$ cat src/rtl/bf16_seq_pkg.sv
// Shared types and constants for the BF16 operation sequencer.
package bf16_seq_pkg;

    typedef enum logic [1:0] {
        IDLE = 2'd0,
        BUSY = 2'd1,
        RESP = 2'd2
    } state_t;

    localparam logic [3:0]  OP_MIN    = 4'b0010;
    localparam logic [3:0]  OP_MAX    = 4'b0011;
    localparam logic [15:0] BF16_QNAN = 16'h7FC0;
    localparam int          FPCSR_W   = 4;

endpackage

$ cat src/rtl/bf16_op_sequencer.sv
// Initiator for the bf16 accelerator operand/result interface: one command in
// flight, watchdog abort, sticky exception flags and a completed-op counter.
//
// state | meaning
// IDLE  | ready for a command, accelerator disabled
// BUSY  | operands held on acc_*, waiting for acc_valid or watchdog expiry
// RESP  | response held on rsp_*, waiting for rsp_ready
module bf16_op_sequencer
    import bf16_seq_pkg::*;
#(
    parameter int TIMEOUT_CYCLES = 16,
    parameter int TAG_W          = 4
) (
    input  logic               clk,
    input  logic               reset_n,
    input  logic               cmd_valid,
    output logic               cmd_ready,
    input  logic [3:0]         cmd_op,
    input  logic [15:0]        cmd_a,
    input  logic [15:0]        cmd_b,
    input  logic [31:0]        cmd_c,
    input  logic [TAG_W-1:0]   cmd_tag,
    output logic               acc_enable,
    output logic [15:0]        acc_operand_a,
    output logic [15:0]        acc_operand_b,
    output logic [31:0]        acc_operand_c,
    output logic [3:0]         acc_operation,
    input  logic [15:0]        acc_result,
    input  logic [FPCSR_W-1:0] acc_fpcsr,
    input  logic               acc_valid,
    output logic               rsp_valid,
    input  logic               rsp_ready,
    output logic [15:0]        rsp_result,
    output logic [FPCSR_W-1:0] rsp_fpcsr,
    output logic [TAG_W-1:0]   rsp_tag,
    output logic               rsp_timeout,
    output logic [FPCSR_W-1:0] flags_sticky,
    input  logic               flags_clr,
    output logic [15:0]        op_count
);

    localparam int              WD_W    = $clog2(TIMEOUT_CYCLES);
    localparam logic [WD_W-1:0] WD_LAST = WD_W'(TIMEOUT_CYCLES - 1);

    state_t               state_q,   state_d;
    logic [3:0]           op_q,      op_d;
    logic [15:0]          a_q,       a_d;
    logic [15:0]          b_q,       b_d;
    logic [31:0]          c_q,       c_d;
    logic [TAG_W-1:0]     tag_q,     tag_d;
    logic [WD_W-1:0]      wd_q,      wd_d;
    logic [15:0]          result_q,  result_d;
    logic [FPCSR_W-1:0]   fpcsr_q,   fpcsr_d;
    logic                 timeout_q, timeout_d;
    logic [FPCSR_W-1:0]   flags_q,   flags_d;
    logic [15:0]          count_q,   count_d;

    // Next-state and datapath: latch on accept, capture or abort in BUSY, count on handshake.
    always_comb begin
        state_d   = state_q;
        op_d      = op_q;
        a_d       = a_q;
        b_d       = b_q;
        c_d       = c_q;
        tag_d     = tag_q;
        wd_d      = wd_q;
        result_d  = result_q;
        fpcsr_d   = fpcsr_q;
        timeout_d = timeout_q;
        count_d   = count_q;
        // Clear first so a flag captured this same cycle still lands.
        flags_d   = flags_clr ? '0 : flags_q;

        case (state_q)
            IDLE: begin
                if (cmd_valid) begin
                    op_d    = cmd_op;
                    a_d     = cmd_a;
                    b_d     = cmd_b;
                    c_d     = cmd_c;
                    tag_d   = cmd_tag;
                    wd_d    = '0;
                    state_d = BUSY;
                end
            end
            BUSY: begin
                // A result arriving on the last watchdog cycle still beats the abort.
                if (acc_valid) begin
                    result_d  = acc_result;
                    fpcsr_d   = acc_fpcsr;
                    timeout_d = 1'b0;
                    flags_d   = flags_d | acc_fpcsr;
                    state_d   = RESP;
                end else if (wd_q == WD_LAST) begin
                    result_d  = BF16_QNAN;
                    fpcsr_d   = '0;
                    timeout_d = 1'b1;
                    state_d   = RESP;
                end else begin
                    wd_d = wd_q + 1'b1;
                end
            end
            RESP: begin
                if (rsp_ready) begin
                    count_d = count_q + 16'd1;
                    state_d = IDLE;
                end
            end
            default: state_d = IDLE;
        endcase
    end

    // State and datapath registers with synchronous active-low reset.
    always_ff @(posedge clk) begin
        if (!reset_n) begin
            state_q   <= IDLE;
            op_q      <= '0;
            a_q       <= '0;
            b_q       <= '0;
            c_q       <= '0;
            tag_q     <= '0;
            wd_q      <= '0;
            result_q  <= '0;
            fpcsr_q   <= '0;
            timeout_q <= 1'b0;
            flags_q   <= '0;
            count_q   <= '0;
        end else begin
            state_q   <= state_d;
            op_q      <= op_d;
            a_q       <= a_d;
            b_q       <= b_d;
            c_q       <= c_d;
            tag_q     <= tag_d;
            wd_q      <= wd_d;
            result_q  <= result_d;
            fpcsr_q   <= fpcsr_d;
            timeout_q <= timeout_d;
            flags_q   <= flags_d;
            count_q   <= count_d;
        end
    end

    assign cmd_ready     = (state_q == IDLE);
    assign acc_enable    = (state_q == BUSY);
    assign rsp_valid     = (state_q == RESP);
    assign acc_operand_a = a_q;
    assign acc_operand_b = b_q;
    assign acc_operand_c = c_q;
    assign acc_operation = op_q;
    assign rsp_result    = result_q;
    assign rsp_fpcsr     = fpcsr_q;
    assign rsp_tag       = tag_q;
    assign rsp_timeout   = timeout_q;
    assign flags_sticky  = flags_q;
    assign op_count      = count_q;

endmodule

$ cat config.mk
export PLATFORM = sky130hd
export DESIGN_NAME = bf16_op_sequencer
export DESIGN_NICKNAME = d
export VERILOG_FILES = /design/src/rtl/bf16_seq_pkg.sv /design/src/rtl/bf16_op_sequencer.sv
export SDC_FILE = /design/constraint.sdc
export NUM_CORES = 1
export LEC_CHECK = 0
export CORE_ASPECT_RATIO = 0.7
export CORE_MARGIN = 5
export CORE_UTILIZATION = 40
export CTS_CLUSTER_DIAMETER = 100
export CTS_CLUSTER_SIZE = 28
export DETAILED_ROUTE_END_ITERATION = 8
export PLACE_DENSITY_LB_ADDON = 0.08
export SLEW_MARGIN = 10
export SYNTH_ARGS = -nofsm -noshare
export SYNTH_HDL_FRONTEND = slang
export SYNTH_SLANG_ARGS = --single-unit
$ cat constraint.sdc
create_clock -name clk -period 2.2 [get_ports clk]
set_clock_uncertainty 0.05 [all_clocks]
set_input_delay 0.22 -clock clk [delete_from_list [all_inputs] [get_ports clk]]
set_output_delay 0.22 -clock clk [all_outputs]
set_load 0.01 [all_outputs]
======== After elaboration in Yosys (flattened, before gate mapping) ========
Cells that the tools add are included.
operators by class
  $add $sub $neg .......................... 2
  shifts and indexed selects .............. 0
  magnitude comparators ................... 0
  reduce and logical (&&, ||, !) cells .... 8
  bitwise logic cells ..................... 1
  equal/unequal tests ..................... 8
  $mul .................................... 0
  divide/modulo/power cells ............... 0
  mux-type cells .......................... 18
operator list
  cell                     count
  $mux W16                 2
  $mux W4                  8
  $add A16 B1 Y16 const B  1
  $mux W2                  4
  $pmux W4 S2              1
  $ne A2 B2 Y1 const B     3
  $pmux W2 S3              1
  $reduce_and A2 Y1        3
  $add A4 B1 Y4 const B    1
  $eq A4 B4 Y1 const B     1
  $or A4 B4 Y4             1
  $reduce_and A4 Y1        1
  $reduce_bool A2 Y1       2
  $ne A3 B1 Y1 const B     1
  $reduce_and A3 Y1        1
  $eq A2 B1 Y1 const B     1
  $eq A2 B2 Y1 const B     1
  $logic_not A2 Y1         1
  $mux W1                  2
  $ne A2 B1 Y1 const B     1
word-level totals
  bits of input ports ..................... 98
  register bits after elaboration ......... 119
  memories ................................ 0
  bits in latches ......................... 0
  memory bits (read-only) ................. 0
  memory bits (writable) .................. 0

======== Logic depth before layout (Yosys ltp) ========
Gate-level depths: netlist (run 1).
  depth in word-level cells ............... 4
  depth in mapped cells ................... 6
  gate-level depth less buffers ........... 5

======== Least setup slack after synthesis (run 1) ========
Ideal clock, no wire load.
  path type ............................... reg2reg
  start ................................... reg count_q[0], in the netlist op_count[0]
  end ..................................... reg count_q[12], in the netlist op_count[12]
  cell stages (with the launch flop) ...... 6
  setup time .............................. 0.132 ns
  path slack .............................. 0.506 ns
  arrival time ............................ 1.512 ns
  path through ............................ dfxtp_1 -> ha_1 -> nand4_2 -> or4_1 -> o21ai_1 -> a21oi_1
on the way
  cells in the longest elaborated chain, start to end .. 1
RTL lines
  what                    RTL line                  source
  start, declared         bf16_op_sequencer.sv:56   logic [15:0] count_q, count_d;
  start signal, assigned  bf16_op_sequencer.sv:140  count_q <= count_d;
  $add A16 B1 Y16         bf16_op_sequencer.sv:105  count_d = count_q + 16'd1;
No other way between the ends.
A chain may end at the register's enable or synchronous reset.

======== Worst setup path in the final report (run 1) ========
  start ................................... reg state_q[1]
  end ..................................... out acc_enable
on the way
  cells in the longest elaborated chain, start to end .. 1
RTL lines
  what                    RTL line                  source
  start, declared         bf16_op_sequencer.sv:45   state_t state_q, state_d;
  start signal, assigned  bf16_op_sequencer.sv:129  state_q <= state_d;
  $eq A2 B1 Y1            bf16_op_sequencer.sv:145  assign acc_enable = (state_q == BUSY);
  end, declared           bf16_op_sequencer.sv:23   output logic acc_enable,
No other way between the ends.

==> metrics.txt, run 1 <==
worst skew pair latency=~0.4 ns; total chip power=5.87 mW; core region area=between 10000 and 15000 µm²; area delta synth->final=66.9%; minimum clock period=~2.0 ns; CTS tree=done; CP Class=reg -> out; global-route wire length before repair=approximately 21000 µm; min-delay worst type=in -> reg; Pins Over Slew Limit=0; CP delay by family, top=buffers and inverters; r2r setup slk=between 0.4 and 0.5 ns; Worst setup EP type=primary output; total iterations of the first detailed-routing run=5; crit path DAT=approximately 1.8 ns; Inst Count DP=834; number of remaining DRC errors=0; CP peak stage delay=between 0.5 and 0.6 ns; share of cells above drive strength 1=under 10%; post-route clock period utilization=slightly above 90%; most frequent cell after synthesis=nand2_1; CTS max path bufs=2; Peak Freq=~500 MHz; Unique masters post-synth=36; CTS clk-pin slew, worst paths=around 0.050 ns; Post-Syn Area=4290 µm²; vias=4254; Die ar.=around 13000 µm²; clk root buf=clkbuf_16; Critical-path top delay cell=clkdlybuf4s50_1; largest area contributor in the netlist=dfxtp_1; cell area after layout=about 7200 µm²; H-tree Lvls=4; Vias/cell=approximately 4.9; die width=134 µm; cts hold-fix bufs=0; cts repair resizes=0; sequential share of the synthesized area=a little under three fifths; max_slew headroom=67.0%; PwrDens=820 nW/µm²; TritonCTS Buffers=17; FFs w/ async S/R, synth=0%; ANT cells=0; Detailed Route Iter0 Violations=238; vias in the first global route=~4.3k; Crit path required time=a little under 2 ns; Max-cap violations=0; GP Congestion=just under 0.8; hold violation count in the final report=0; initial core utilization=about 41%; Std-Cell Rows=31; largest net degree at the start of global routing=about 110; initial antenna violation count=0; setup repair after global routing missed its margin=false; top post-synthesis cells by count=nand2_1, dfxtp_1, a21oi_1, clkbuf_1, nor2_1; worst path bufs/invs=2; I/O pin count=214; worst path cell trace=nand2b_1, inv_2, clkdlybuf4s50_1; yosys warns=0; Routed WL=13300 µm; Mapped Cells=a little over 500; syn_area_per_cell=around 8.4 µm²; Die Height=just under 100 µm; Num Clock Sinks=about 120; GRT Util Overall=approximately 20%; Slew @ Worst Pin=slightly below 0.5 ns; TNS Setup=0 ns; ANT nets after route=0; top cells by area, synth=dfxtp_1, nand2_1, a21oi_1; Synth top area share=between 50% and 60%; VDD IR max=~650 µV; Yosys reg bits=about 120; Startpoint Class=flip-flop; post-CTS setup buffer count=0; final setup violation count=0; Post-synth top flop=dfxtp_1; number of flops mapped to enable cells by yosys=0; Routed wire per std cell=between 15 and 20 µm; Port-buffer cells=approximately 210; post-DP HPWL=~9300 µm; critical path fanouts, max=7; Mapped Nets=~610; status=complete, no violations; nets@finish=821; GRT overflow=0; Static Leak=2.64 nW; non-filler cells, final=between 800 and 900; Cell Area, Placed=around 6600 µm²
registers in the layout, indices dropped and copies added, names as in the netlist:
signal         cells
acc_operand_a     16
acc_operand_b     16
acc_operand_c     32
acc_operation      4
flags_sticky       4
op_count          16
rsp_fpcsr          4
rsp_result        16
rsp_tag            4
rsp_timeout        1
state_q            2
wd_q               4
cells in the final DEF, fill, tap and decap left out, drive strengths merged, types with 3 or more instances in the layout:
| cell type | instances |
|---|---|
| a22oi | 7 |
| nor4 | 5 |
| clkbuf | 22 |
| o21ai | 6 |
| bufinv | 3 |
| inv | 5 |
| dfxtp | 119 |
| nand2 | 163 |
| nor2 | 22 |
| o221a | 9 |
| nand2b | 8 |
| nor3 | 6 |
| buf | 7 |
| clkdlybuf4s50 | 213 |
| xnor2 | 7 |
| a21oi | 91 |
| nand3 | 10 |
| nand4 | 4 |
| clkinv | 4 |
per-layer routing:
| metal | part of all wire [%] | track usage (%) |
|---|---|---|
| met5 | 0 | 0 |
| met2 | 46 | 32.1 |
| met1 | 42 | 24.4 |
| met3 | 11 | 9.70 |
| met4 | 1.3 | 7.43 |
worst reg2reg max path, stage by stage, from the launching register on:
cell     delay, ns
dfxtp_1       0.43
ha_1          0.22
nand4_2       0.18
or4_1         0.56
o21ai_1       0.15
a21oi_1       0.07
area by class of cell:
class                   count  area (µm²)
clock buffers              22         464
multi-input cells         358        1790
repair buffers            220        2220
fillers                   809        3270
inverters                   5        18.8
well taps                 132         165
clock inverters             9         125
flip-flops and latches    119        2380
per-stage QoR:
step	setup WS (ns)	hold WS (ns)	util, %
after floorplan	0.506	0.306	-
after global placement	0.244	0.391	63.0
after detailed placement	0.231	0.398	63.0
after CTS	0.141	0.295	68.7
after global routing	0.0667	0.296	68.7
final	0.154	0.308	68.7
power breakdown:
part | switching [mW] | leakage [nW] | total [mW] | internal, mW
Clock | 0.936 | 0.286 | 2.76 | 1.82
Combinational | 0.344 | 1.38 | 0.781 | 0.437
Sequential | 0.0596 | 0.972 | 2.33 | 2.27
Total | 1.34 | 2.64 | 5.87 | 4.53
worst paths after layout:
kind / startpoint / end / cells after the start
hold reg to reg: acc_operation[3] / acc_operation[3] / 2
setup / recovery: state_q[1] / acc_enable / 3
setup reg to reg: op_count[0] / op_count[14] / 5
hold / removal: cmd_c[30] / acc_operand_c[30] / 3
logic make-up after synthesis:
group                      count (synthesis)  synth area share (%)
adders and majority gates                  2                 0.583
AOI/OAI and AO/OA                        115                  15.2
xor gates and xnor gates                   9                  1.84
buffers and inverters                     34                  3.06
DFF                                      119                  55.5
muxes                                      2                 0.466
and+or+nand+nor                          230                  23.3
Power figures use the tool's default switching activity.
==> run 2, diff against run 1 <==
--- a/config.mk
+++ b/config.mk
@@ -5,6 +5,7 @@
 export SDC_FILE = /design/constraint.sdc
 export NUM_CORES = 1
 export LEC_CHECK = 0
+export ABC_CLOCK_PERIOD_IN_PS = 2200
 export CORE_ASPECT_RATIO = 0.7
 export CORE_MARGIN = 5
 export CORE_UTILIZATION = 40
==> results of run 2 <==
Same layout as run 1: the final DEF is identical, and so are final timing and power.
==> run 3, diff against run 2 <==
--- a/config.mk
+++ b/config.mk
@@ -12,7 +12,9 @@
 export CTS_CLUSTER_DIAMETER = 100
 export CTS_CLUSTER_SIZE = 28
 export DETAILED_ROUTE_END_ITERATION = 8
+export MAX_ROUTING_LAYER = met4
 export PLACE_DENSITY_LB_ADDON = 0.08
+export RECOVER_POWER = 50
 export SLEW_MARGIN = 10
 export SYNTH_ARGS = -nofsm -noshare
 export SYNTH_HDL_FRONTEND = slang
==> run 3 against run 2 <==
Sequential power is essentially flat. Sequential share of layout area rose by 0.10 points. Wire length is 0.13% higher. Global-route usage up 0.64 points. Critical endpoint unchanged. First-iteration DRC count increased by 5.9%.
==> metrics.txt, run 3 (same netlist as run 1, synthesis figures left out) <==
GRT Util Overall=21.1% (+0.64 points); CTS max path bufs=2 (unchanged); global-route wire length before repair=21300 µm (-0.13%); R2R depth=5 (unchanged); Static Leak=2.75 nW (+4.1%); CP delay by family, top=buffers and inverters; most common cell after layout, fill and taps aside=clkdlybuf4s50_1; Peak Freq=487 MHz (-0.36%); Detailed Route Iter0 Violations=252 (+5.9%); post-DP HPWL=9310 µm (unchanged); most frequent cells in the layout=clkdlybuf4s50_1, nand2_1, dfxtp_1; max reg flops=32 (unchanged); Routed WL=13300 µm (+0.13%); initial core utilization=41.1% (unchanged); worst path bufs/invs=2 (unchanged); Worst Hold Depth=3 (unchanged); r2r setup slk=0.36 ns (-0.05 ns); CTS tree=done; CP Class=reg -> out; clk root buf=clkbuf_16; Std-Cell Rows=31 (unchanged); share of cells above drive strength 1=7.23% (-0.27 points); nets@finish=821 (unchanged); number of remaining DRC errors=0 (unchanged); Pins Over Slew Limit=0 (unchanged); status=complete, no violations; core region area=10400 µm² (unchanged); Slew @ Worst Pin=0.797 ns (+0.302 ns); Die Height=96.7 µm (unchanged); critical path fanouts, max=7 (unchanged); Crit path required time=1.93 ns (about the same); TritonCTS Buffers=17 (unchanged); worst path cell trace=nand2b_1, inv_2, clkdlybuf4s50_1; CP peak stage delay=0.58 ns (about the same); CTS clk-pin slew, worst paths=0.05 ns (about the same); largest net degree at the start of global routing=108 (unchanged); Die ar.=12900 µm² (unchanged); end of the worst hold path=acc_operand_c[30]; cts repair resizes=0 (unchanged); Startpoint Class=flip-flop; VDD IR max=653 µV (+0.22%); min-delay worst type=in -> reg; ANT cells=0 (unchanged); minimum clock period=2.05 ns (+0.00733 ns); setup repair after global routing missed its margin=false; I/O pin count=214 (unchanged); GRT overflow=0 (unchanged); die width=134 µm (unchanged); Port-buffer cells=213 (unchanged); max_slew headroom=46.8% (-20 points); Critical-path top delay cell=clkdlybuf4s50_1; GP Congestion=0.780 (+1.3%); post-route clock period utilization=93.3% (+0.33 points); crit path DAT=1.78 ns (about the same); H-tree Lvls=4 (unchanged); final setup violation count=0 (unchanged); worst skew pair latency=0.40 ns (about the same); non-filler cells, final=865 (unchanged); TNS Setup=0 ns (unchanged); initial antenna violation count=0 (unchanged); Num Clock Sinks=119 (unchanged); Worst setup EP type=primary output; Max-cap violations=0 (unchanged); vias=4276 (+0.52%); vias in the first global route=4272 (-0.094%); hold path startpoint=cmd_c[30]; Routed wire per std cell=15.4 µm (+0.13%); cts hold-fix bufs=0 (unchanged); Vias/cell=4.94 (+0.52%); reg-to-reg critical path startpoint=op_count[0]; hold violation count in the final report=0 (unchanged); total iterations of the first detailed-routing run=4 (-1); Inst Count DP=834 (unchanged); area delta synth->final=66.4%; post-CTS setup buffer count=0 (unchanged); PwrDens=819 nW/µm² (-0.15%); R2R Path End=op_count[14]; ANT nets after route=0 (unchanged)
-- run 3: changes by cell type in the layout (fill, tap and decap cells not counted) --
cell / delta
clkdlybuf4s50_1: -42
nand3b_2: -1
nand3b_1: +1
buf_12: -1
nand4_1: +1
clkbuf_4: +1
nand4_2: -1
dlygate4sd3_1: +42
-- run 3: per-layer routing --
layer | vias to the layer above | share of wire (%) | track usage [%]
met5 | - | 0 | -
met4 | 0 | 1.5 | 7.67
met3 | 17 | 8.8 | 7.94
met2 | 171 | 46 | 32.2
met1 | 1953 | 43 | 25.5
li1 | 2135 | - | -
-- run 3: how the worst max path moves through the flow --
stage               depth (start not counted)           end  slack, ns   startpoint
floorplan                                   5  op_count[12]       0.51  op_count[0]
global placement                            5  op_count[12]       0.24    rsp_ready
detailed placement                          5  op_count[14]       0.23    rsp_ready
CTS                                         3    acc_enable       0.14   state_q[1]
global route                                3    acc_enable       0.08   state_q[1]
finish                                      3    acc_enable       0.15   state_q[1]
-- run 3: per-stage QoR --
| stage | hold slack [ns] | power, mW | util, % | area [µm²] | setup WS [ns] |
|---|---|---|---|---|---|
| after floorplan | 0.306 | 2.67 | - | 4290 | 0.506 |
| after global placement | 0.391 | 3.14 | 63.0 | 6570 | 0.244 |
| after detailed placement | 0.398 | 3.16 | 63.0 | 6570 | 0.231 |
| after CTS | 0.295 | 5.93 | 68.7 | 7160 | 0.141 |
| after global routing | 0.295 | 6.09 | 68.4 | 7140 | 0.0755 |
| final | 0.308 | 5.85 | 68.4 | 7140 | 0.147 |
-- run 3: report_power, final --
part	total, mW	internal [mW]	switching [mW]	leakage (nW)
clock	2.76	1.82	0.935	0.286
sequential	2.33	2.27	0.0573	0.972
combinational	0.759	0.415	0.343	1.49
total	5.85	4.51	1.34	2.75
-- run 3: worst register-to-register path: stages (launching register included) --
cell	delay, ns
dfxtp_1	0.42
ha_1	0.20
nand4_1	0.23
or4_1	0.58
o21ai_1	0.15
a21oi_1	0.07
-- run 3: layout make-up --
type / count / area [µm²]
multi-input combinational: 358 / 1780
clock buffer: 22 / 464
sequential: 119 / 2380
timing repair buffer: 220 / 2210
inverter: 5 / 18.8
fill: 815 / 3290
clock inverter: 9 / 125
tap: 132 / 165
